$ cat src/rtl/smc_pkg.sv
// Shared definitions for serial_mismatch_counter.
//   smc_state_e  : frame FSM state (idle / accumulating / holding a result)
//   FrameLenMin  : smallest legal FRAME_LEN
//   FrameLenMax  : largest legal FRAME_LEN
package smc_pkg;

  typedef enum logic [1:0] {
    StIdle = 2'd0,
    StRun  = 2'd1,
    StHold = 2'd2
  } smc_state_e;

  localparam int unsigned FrameLenMin = 2;
  localparam int unsigned FrameLenMax = 255;

endpackage

$ cat src/rtl/bit_cmp_cell.sv
// Per-beat bit comparator: classifies one a/b pair.
// Ports:
//   a   : reference bit
//   b   : received bit
//   mis : 1 when a != b (XOR)
//   eq  : 1 when a == b (XNOR)
module bit_cmp_cell (
  input  logic a,
  input  logic b,
  output logic mis,
  output logic eq
);

  assign mis = a ^ b;
  assign eq  = ~(a ^ b);

endmodule

$ cat src/rtl/serial_mismatch_counter.sv
// Bit-serial mismatch counter: accepts FRAME_LEN a/b pairs over a valid/ready input,
// counts mismatching beats and presents one result word over a valid/ready output.
// Optional feature: define SMC_STICKY_ERR_EN to add the err_sticky output and clr input.
// Ports:
//   clk, rst_n          : clock, asynchronous active-low reset
//   in_valid/in_ready   : input handshake for one bit pair (a, b)
//   out_valid/out_ready : output handshake for the frame result
//   mis_cnt             : mismatching beats in the frame
//   frame_eq            : 1 when mis_cnt == 0
//   parity              : XOR of all a^b in the frame (mis_cnt[0])
//   err_sticky, clr     : (SMC_STICKY_ERR_EN) sticky error flag and its clear
module serial_mismatch_counter #(
  parameter  int unsigned FRAME_LEN = 16,
  localparam int unsigned CNT_W     = $clog2(FRAME_LEN + 1)
) (
  input  logic             clk,
  input  logic             rst_n,
  input  logic             in_valid,
  output logic             in_ready,
  input  logic             a,
  input  logic             b,
`ifdef SMC_STICKY_ERR_EN
  output logic             err_sticky,
  input  logic             clr,
`endif
  output logic             out_valid,
  input  logic             out_ready,
  output logic [CNT_W-1:0] mis_cnt,
  output logic             frame_eq,
  output logic             parity
);

  import smc_pkg::*;

  if (FRAME_LEN < FrameLenMin || FRAME_LEN > FrameLenMax) begin : g_bad_frame_len
    $error("serial_mismatch_counter: FRAME_LEN out of range");
  end

  localparam logic [CNT_W-1:0] LastBeat = CNT_W'(FRAME_LEN - 1);

  smc_state_e       state_q, state_d;
  logic [CNT_W-1:0] beat_q, beat_d;
  logic [CNT_W-1:0] acc_q, acc_d;
  logic [CNT_W-1:0] res_q, res_d;
  logic             enter_hold;

  logic cmp_mis, cmp_eq, mis_bit;

  bit_cmp_cell u_bit_cmp_cell (
    .a   (a),
    .b   (b),
    .mis (cmp_mis),
    .eq  (cmp_eq)
  );

  // The cell's rails are complementary; counting only when both agree keeps a
  // stuck rail from silently inflating the count.
  assign mis_bit = cmp_mis & ~cmp_eq;

  always_comb begin
    state_d    = state_q;
    beat_d     = beat_q;
    acc_d      = acc_q;
    res_d      = res_q;
    in_ready   = 1'b0;
    out_valid  = 1'b0;
    enter_hold = 1'b0;
    unique case (state_q)
      StIdle: begin
        in_ready = 1'b1;
        if (in_valid) begin
          acc_d   = CNT_W'(mis_bit);
          beat_d  = CNT_W'(1);
          state_d = StRun;
        end
      end
      StRun: begin
        in_ready = 1'b1;
        if (in_valid) begin
          if (beat_q == LastBeat) begin
            res_d      = acc_q + CNT_W'(mis_bit);
            acc_d      = '0;
            beat_d     = '0;
            state_d    = StHold;
            enter_hold = 1'b1;
          end else begin
            acc_d  = acc_q + CNT_W'(mis_bit);
            beat_d = beat_q + CNT_W'(1);
          end
        end
      end
      StHold: begin
        out_valid = 1'b1;
        if (out_ready) begin
          state_d = StIdle;
        end
      end
      default: state_d = StIdle;
    endcase
  end

  always_ff @(posedge clk or negedge rst_n) begin
    if (!rst_n) begin
      state_q <= StIdle;
      beat_q  <= '0;
      acc_q   <= '0;
      res_q   <= '0;
    end else begin
      state_q <= state_d;
      beat_q  <= beat_d;
      acc_q   <= acc_d;
      res_q   <= res_d;
    end
  end

  assign mis_cnt  = res_q;
  assign frame_eq = (res_q == '0);
  assign parity   = res_q[0];

`ifdef SMC_STICKY_ERR_EN
  logic err_q, err_d;

  // Set has priority over clear so a failing frame is never lost to a clr.
  always_comb begin
    err_d = err_q;
    if (clr) begin
      err_d = 1'b0;
    end
    if (enter_hold && (res_d != '0)) begin
      err_d = 1'b1;
    end
  end

  always_ff @(posedge clk or negedge rst_n) begin
    if (!rst_n) begin
      err_q <= 1'b0;
    end else begin
      err_q <= err_d;
    end
  end

  assign err_sticky = err_q;
`endif

endmodule
$ cat config.mk
export PLATFORM = sky130hd
export DESIGN_NAME = serial_mismatch_counter
export DESIGN_NICKNAME = d
export VERILOG_FILES = /design/src/rtl/smc_pkg.sv /design/src/rtl/bit_cmp_cell.sv /design/src/rtl/serial_mismatch_counter.sv
export SDC_FILE = /design/constraint.sdc
export NUM_CORES = 1
export LEC_CHECK = 0
export BUFFER_PORTS_ARGS = -buffer_cell sky130_fd_sc_hd__buf_4
export CELL_PAD_IN_SITES_DETAIL_PLACEMENT = 1
export CELL_PAD_IN_SITES_GLOBAL_PLACEMENT = 2
export CORE_MARGIN = 2
export CORE_UTILIZATION = 33
export DETAILED_ROUTE_END_ITERATION = 7
export GPL_ROUTABILITY_DRIVEN = 0
export PLACE_DENSITY = 0.82
export REMOVE_ABC_BUFFERS = 1
export SLEW_MARGIN = 20
export SYNTH_ARGS = -nofsm -noshare
export SYNTH_HDL_FRONTEND = slang
export SYNTH_SLANG_ARGS = --single-unit
$ cat constraint.sdc
create_clock -name clk -period 1.8 [get_ports clk]
set_clock_uncertainty 0.1 [all_clocks]
set_input_delay 0.36 -clock clk [delete_from_list [all_inputs] [get_ports clk]]
set_output_delay 0.36 -clock clk [all_outputs]
set_load 0.05 [all_outputs]
# ---- Yosys cells after proc, flatten, opt, wreduce, memory -nomap -nowiden
# Cells that the tools add are included.
# Widths: inputs -> output; s select.
dict set report totals {
  register_bits 17
  input_bits 6
  out_inout_bits 9
  wordCells 36
}
dict set report op_classes {
  muxes 15
  eq_ne 7
  bitwise 1
  add_sub_neg 2
  n_reduce_logical 7
}
# op count
set ops {}
lappend ops {{$mux 5} 6}
lappend ops {{$pmux 5 s2} 2}
lappend ops {{$mux 2} 4}
lappend ops {{$ne 2x2->1 const B} 4}
lappend ops {{$pmux 2 s3} 1}
lappend ops {{$reduce_and 3->1} 2}
lappend ops {{$add 5x1->5} 1}
lappend ops {{$add 5x1->5 const B} 1}
lappend ops {{$eq 5x4->1 const B} 1}
lappend ops {{$logic_not 5->1} 1}
lappend ops {{$reduce_and 4->1} 1}
lappend ops {{$eq 2x1->1 const B} 1}
lappend ops {{$eq 2x2->1 const B} 1}
lappend ops {{$logic_not 2->1} 1}
lappend ops {{$mux 1} 2}
lappend ops {{$reduce_bool 2->1} 1}
lappend ops {{$reduce_or 2->1} 1}
lappend ops {{$xor 1x1->1} 1}

# ---- Logic depth before layout (Yosys ltp)
dict set report depth {
  depth_word 5
  depth_mapped 6
  ltp_nobuf 6
}

# ---- By module
# Synthesis repeated with hierarchy kept, for this count alone.
dict set report hier_totals {
  hier_cells 86
  area_unflattened_um2 882.1
}
# mod cells_per_inst n_inst seq_area_each_um2 area_each_um2
set by_module_without_submodules {}
lappend by_module_without_submodules {serial_mismatch_counter 84 1 425.4 864.6}
lappend by_module_without_submodules {bit_cmp_cell 2 1 0.0 17.5}

# ---- Worst setup path before layout
# No wires, ideal clock.
dict set report synth_timing {
  path_type {register -> output}
  startpoint {reg res_q[0], in the netlist mis_cnt[0]}
  endpoint {out frame_eq}
  setup_slack_ns -0.447
  required_time_ns 1.340
  arrival_ns 1.787
  path_stages_with_launch 3
  n_path_buf 0
  path_cell_list {dfrtp_1 or4_1 nor2_1}
}
dict set report synth_between {
  elab_chain_cells 1
}
# element line_no
set synth_rtl {}
lappend synth_rtl {{start: declaration} serial_mismatch_counter.sv:44} ;# logic [CNT_W-1:0] res_q, res_d;
lappend synth_rtl {{start signal: assignment} serial_mismatch_counter.sv:112} ;# res_q <= res_d;
lappend synth_rtl {{$logic_not 5->1} serial_mismatch_counter.sv:117} ;# assign frame_eq = (res_q == '0);
lappend synth_rtl {{end: declaration} serial_mismatch_counter.sv:29} ;# output logic frame_eq,
# No other way between the ends.

# ---- Worst setup path after layout
# Same ends and word-level chain as after synthesis.

==> qor.log <==
[worst_setup_path] element type at the critical path start flop
[drt] drt via density 5.199
[drt] Total Routed Length 2.192 mm
[clock_network] number of buffers inserted during clock tree synthesis 3
[drt] detailed-route via count 707
[pwr] internal power component 1.006 mW
[grt] wire length of the first global-routing pass 3.608 mm
[pwr] switching part of the total power 0.4522
[grt] largest net degree at the start of global routing 18
[worst_setup_path] reg-to-reg endpoint mis_cnt[1]
[layout] synth-to-layout area growth 27.43%
[die] Die Span X 55.52 um
[synth] count of unique library cells instantiated by Yosys 27
[placement] setup slack after placement -75.93 ps
[pwr] Static Leakage 0.5516 nW
[grt] vias in the first global route 775
[die] number of rows created at floorplan 18
[pwr] clock group share of total power 0.108
[clock_network] clock latency of the later-clocked register in the worst-skew pair 280 ps
[timing] setup repair after global routing missed its margin true
[pwr] Comb power frac 0.531
[timing] final hold violation count 0
[worst_hold_path] worst hold path type in2reg
[pwr] worst voltage drop across the vdd grid 0.0009686 V
[timing] achievable clock frequency 501.8 MHz
[die] core box area 2500 sq um
[timing] fin crit period 1993 ps
[worst_setup_path] category of the critical setup timing path reg2out
[worst_setup_path] Register-to-Register Path Depth 4
[layout] leading cell type in the layout, fill and taps excluded sky130_fd_sc_hd__buf_4
[drt] TritonRoute pass-1 iters 4
[timing] Hold Worst Slack 251.2 ps
[clock_network] Root Buffer Master sky130_fd_sc_hd__clkbuf_4
[drt] number of DRC markers in iteration 0 9
[layout] filler cell count 298
[worst_setup_path] Crit path arrival time 1530 ps
[layout] count of nets after finishing 116
[die] overall die height 55.52 um
[placement] detailed-placement wirelength estimate 1.655 mm
[timing] number of max-slew violations in the final report 0
[synth] synthesized instance count 83
[synth] sequential fraction of the synthesis area 0.4857
[worst_setup_path] CP required 1340 ps
[status] run status complete, but fails checks
[layout] fraction of layout instances using a drive strength above 1 0.3491
[timing] worst setup slack after layout -192.9 ps
[status] failing checks setup timing
[worst_setup_path] worst-case register-to-register setup slack 140 ps
[worst_setup_path] origin of the critical flop-to-flop path beat_q[1]
[grt] total track usage 0.1510
[timing] total setup violations reported at the end of the flow 1
[worst_setup_path] endpoint of the most critical setup path frame_eq
[clock_network] depth of the CTS H-tree 1
[timing] Slew @ Worst Pin 526.5 ps
[synth] Yosys warning count 0
[layout] most frequent cells in the layout sky130_fd_sc_hd__buf_4 (19), sky130_fd_sc_hd__dfrtp_1 (17), sky130_fd_sc_hd__nand2_1 (7), sky130_fd_sc_hd__nand3_1 (6)
[pwr] power density over the cells 1645 nW/um^2
[clock_network] CTS tree yes
[clock_network] number of sinks handled by clock tree synthesis 17
[die] Initial Utilization 0.3504
[drt] ANT nets after route 0
[placement] number of cells in the design after placement 130
[pwr] sequential power share 0.360
[synth] synthesized area divided by synthesized cell count 10.55 sq um
[run] max-capacitance violation count 0
[die] count of boundary I/O pins 15
[worst_setup_path] launch point of the worst path mis_cnt[0]
[placement] Area after DPL 1047 sq um
[synth] mapped cell area 875.8 sq um
[synth] flops & latches, synth 17
[drt] routed length per placed instance 16.12 um
[grt] antenna violations before repair 0
[placement] number of buffers inserted by port buffering 14
[die] area of the die 3082 sq um
[grt] grt total ovfl 0
[timing] Worst slew margin 0.6483
[timing] Period Utilization, post-route 1.107
[clock_network] CTS clk-pin slew, worst paths 100 ps
[pwr] net load switching power 830.2 uW
[worst_setup_path] Worst Path Max Fanout 2
[worst_setup_path] crit path capture type output port
[layout] # diodes 0
[clock_network] maximum root-to-sink buffer count 2
[layout] final instance area 1116 sq um
[layout] final non-filler cell total 136
[drt] residual DRC count 0
area by class of cell:
type / instances / area, sq um / area share
well taps: 30 / 37.54 / 0.03363
repair buffers: 22 / 178.9 / 0.1603
clock buffers: 4 / 26.28 / 0.02354
flip-flops and latches: 17 / 425.4 / 0.3812
multi-input cells: 58 / 429.2 / 0.3845
inverters: 5 / 18.77 / 0.01682
stage by stage:
stage | setup TNS [ps] | power, mW | util
final | -192.9 | 1.836 | 0.4464
after global routing | -222.3 | 1.947 | 0.4464
after CTS | -146.9 | 1.769 | 0.4379
after detailed placement | -150.8 | 1.536 | 0.4189
after global placement | -12.96 | 1.494 | 0.4189
after floorplan | -770.3 | 1.221 | -
sequential cells by signal, summed over array words and instances (netlist names):
register,flops
state_q,2
mis_cnt,5
beat_q,5
acc_q,5
timing repair:
action / in CTS / in global routing
gates resized for setup: 1 / 6
pin swaps: 0 / 1
hold endpoints to repair: 17 / 0
hold buffers: 1 / 0
setup endpoints to repair: 1 / 7
buffers inserted: 1 / 0
worst max-delay path, stage by stage (launching register included):
cell	delay (ps)
sky130_fd_sc_hd__dfrtp_1	400
sky130_fd_sc_hd__or4_4	560
sky130_fd_sc_hd__nor2_4	130
sky130_fd_sc_hd__buf_8	150
cell usage after synthesis:
| master | number | area, sq um |
|---|---|---|
| sky130_fd_sc_hd__dfrtp_1 | 17 | 425.4 |
| sky130_fd_sc_hd__nand2_1 | 7 | 26.28 |
| sky130_fd_sc_hd__nand3_1 | 6 | 30.03 |
| sky130_fd_sc_hd__inv_1 | 5 | 18.77 |
| sky130_fd_sc_hd__mux2_2 | 5 | 56.30 |
| sky130_fd_sc_hd__nor2_1 | 5 | 18.77 |
| sky130_fd_sc_hd__o21ai_0 | 5 | 25.02 |
| sky130_fd_sc_hd__a21oi_1 | 4 | 20.02 |
| sky130_fd_sc_hd__ha_1 | 3 | 37.54 |
| sky130_fd_sc_hd__nor2b_1 | 3 | 18.77 |
| sky130_fd_sc_hd__a41o_2 | 2 | 22.52 |
| sky130_fd_sc_hd__and2_1 | 2 | 12.51 |
| sky130_fd_sc_hd__nand2b_1 | 2 | 12.51 |
| sky130_fd_sc_hd__or4_1 | 2 | 15.01 |
| sky130_fd_sc_hd__xnor2_1 | 2 | 17.52 |
| sky130_fd_sc_hd__xor2_1 | 2 | 17.52 |
| sky130_fd_sc_hd__a211oi_1 | 1 | 7.510 |
| sky130_fd_sc_hd__a21o_2 | 1 | 8.760 |
| sky130_fd_sc_hd__a31oi_1 | 1 | 6.260 |
| sky130_fd_sc_hd__buf_2 | 1 | 5.000 |
| sky130_fd_sc_hd__buf_4 | 1 | 7.510 |
| sky130_fd_sc_hd__clkbuf_1 | 1 | 3.750 |
| sky130_fd_sc_hd__nand4b_1 | 1 | 8.760 |
| sky130_fd_sc_hd__nand4b_4 | 1 | 23.77 |
| sky130_fd_sc_hd__nor3_1 | 1 | 5.000 |
| sky130_fd_sc_hd__nor3_4 | 1 | 16.27 |
| sky130_fd_sc_hd__o311ai_0 | 1 | 8.760 |
power groups by stage:
stage | logic, mW | registers (mW) | clock network [mW]
floorplan | 0.413 | 0.808 | 0
global placement | 0.841 | 0.653 | 0
detailed placement | 0.870 | 0.666 | 0
CTS | 0.908 | 0.653 | 0.208
global route | 1.05 | 0.680 | 0.220
finish | 0.975 | 0.661 | 0.199
per-layer routing:
metal,GRT usage,wire (um),vias up,share of wire
met5,0,0,-,0
met4,0.05226,35,0,0.016
met3,0.02108,55,4,0.025
met2,0.2738,1141,11,0.52
met1,0.1807,960,356,0.44
li1,-,-,336,-
logic make-up (layout without fill, tap and decap cells):
| kind of cell | count (synthesis) | count (layout) | share of synthesized area |
|---|---|---|---|
| buf+inv | 8 | 31 | 0.04000 |
| flops | 17 | 17 | 0.4857 |
| compound gates | 15 | 15 | 0.1129 |
| simple gates | 31 | 31 | 0.2143 |
| fa+ha+maj | 3 | 3 | 0.04286 |
| xor+xnor | 4 | 4 | 0.04001 |
| mux | 5 | 5 | 0.06428 |
worst min-delay path by stage:
stage / start / end / slack (ps) / depth (start not counted)
2_1_floorplan: rst_n / acc_q[0] / -40 / 0
3_3_place_gp: rst_n / beat_q[2] / 140 / 1
3_5_place_dp: rst_n / beat_q[2] / 140 / 1
4_1_cts: out_ready / state_q[1] / 250 / 3
5_1_grt: out_ready / state_q[1] / 260 / 3
6_report: out_ready / state_q[1] / 250 / 3
Note: power is estimated with default switching activity, not from simulation.
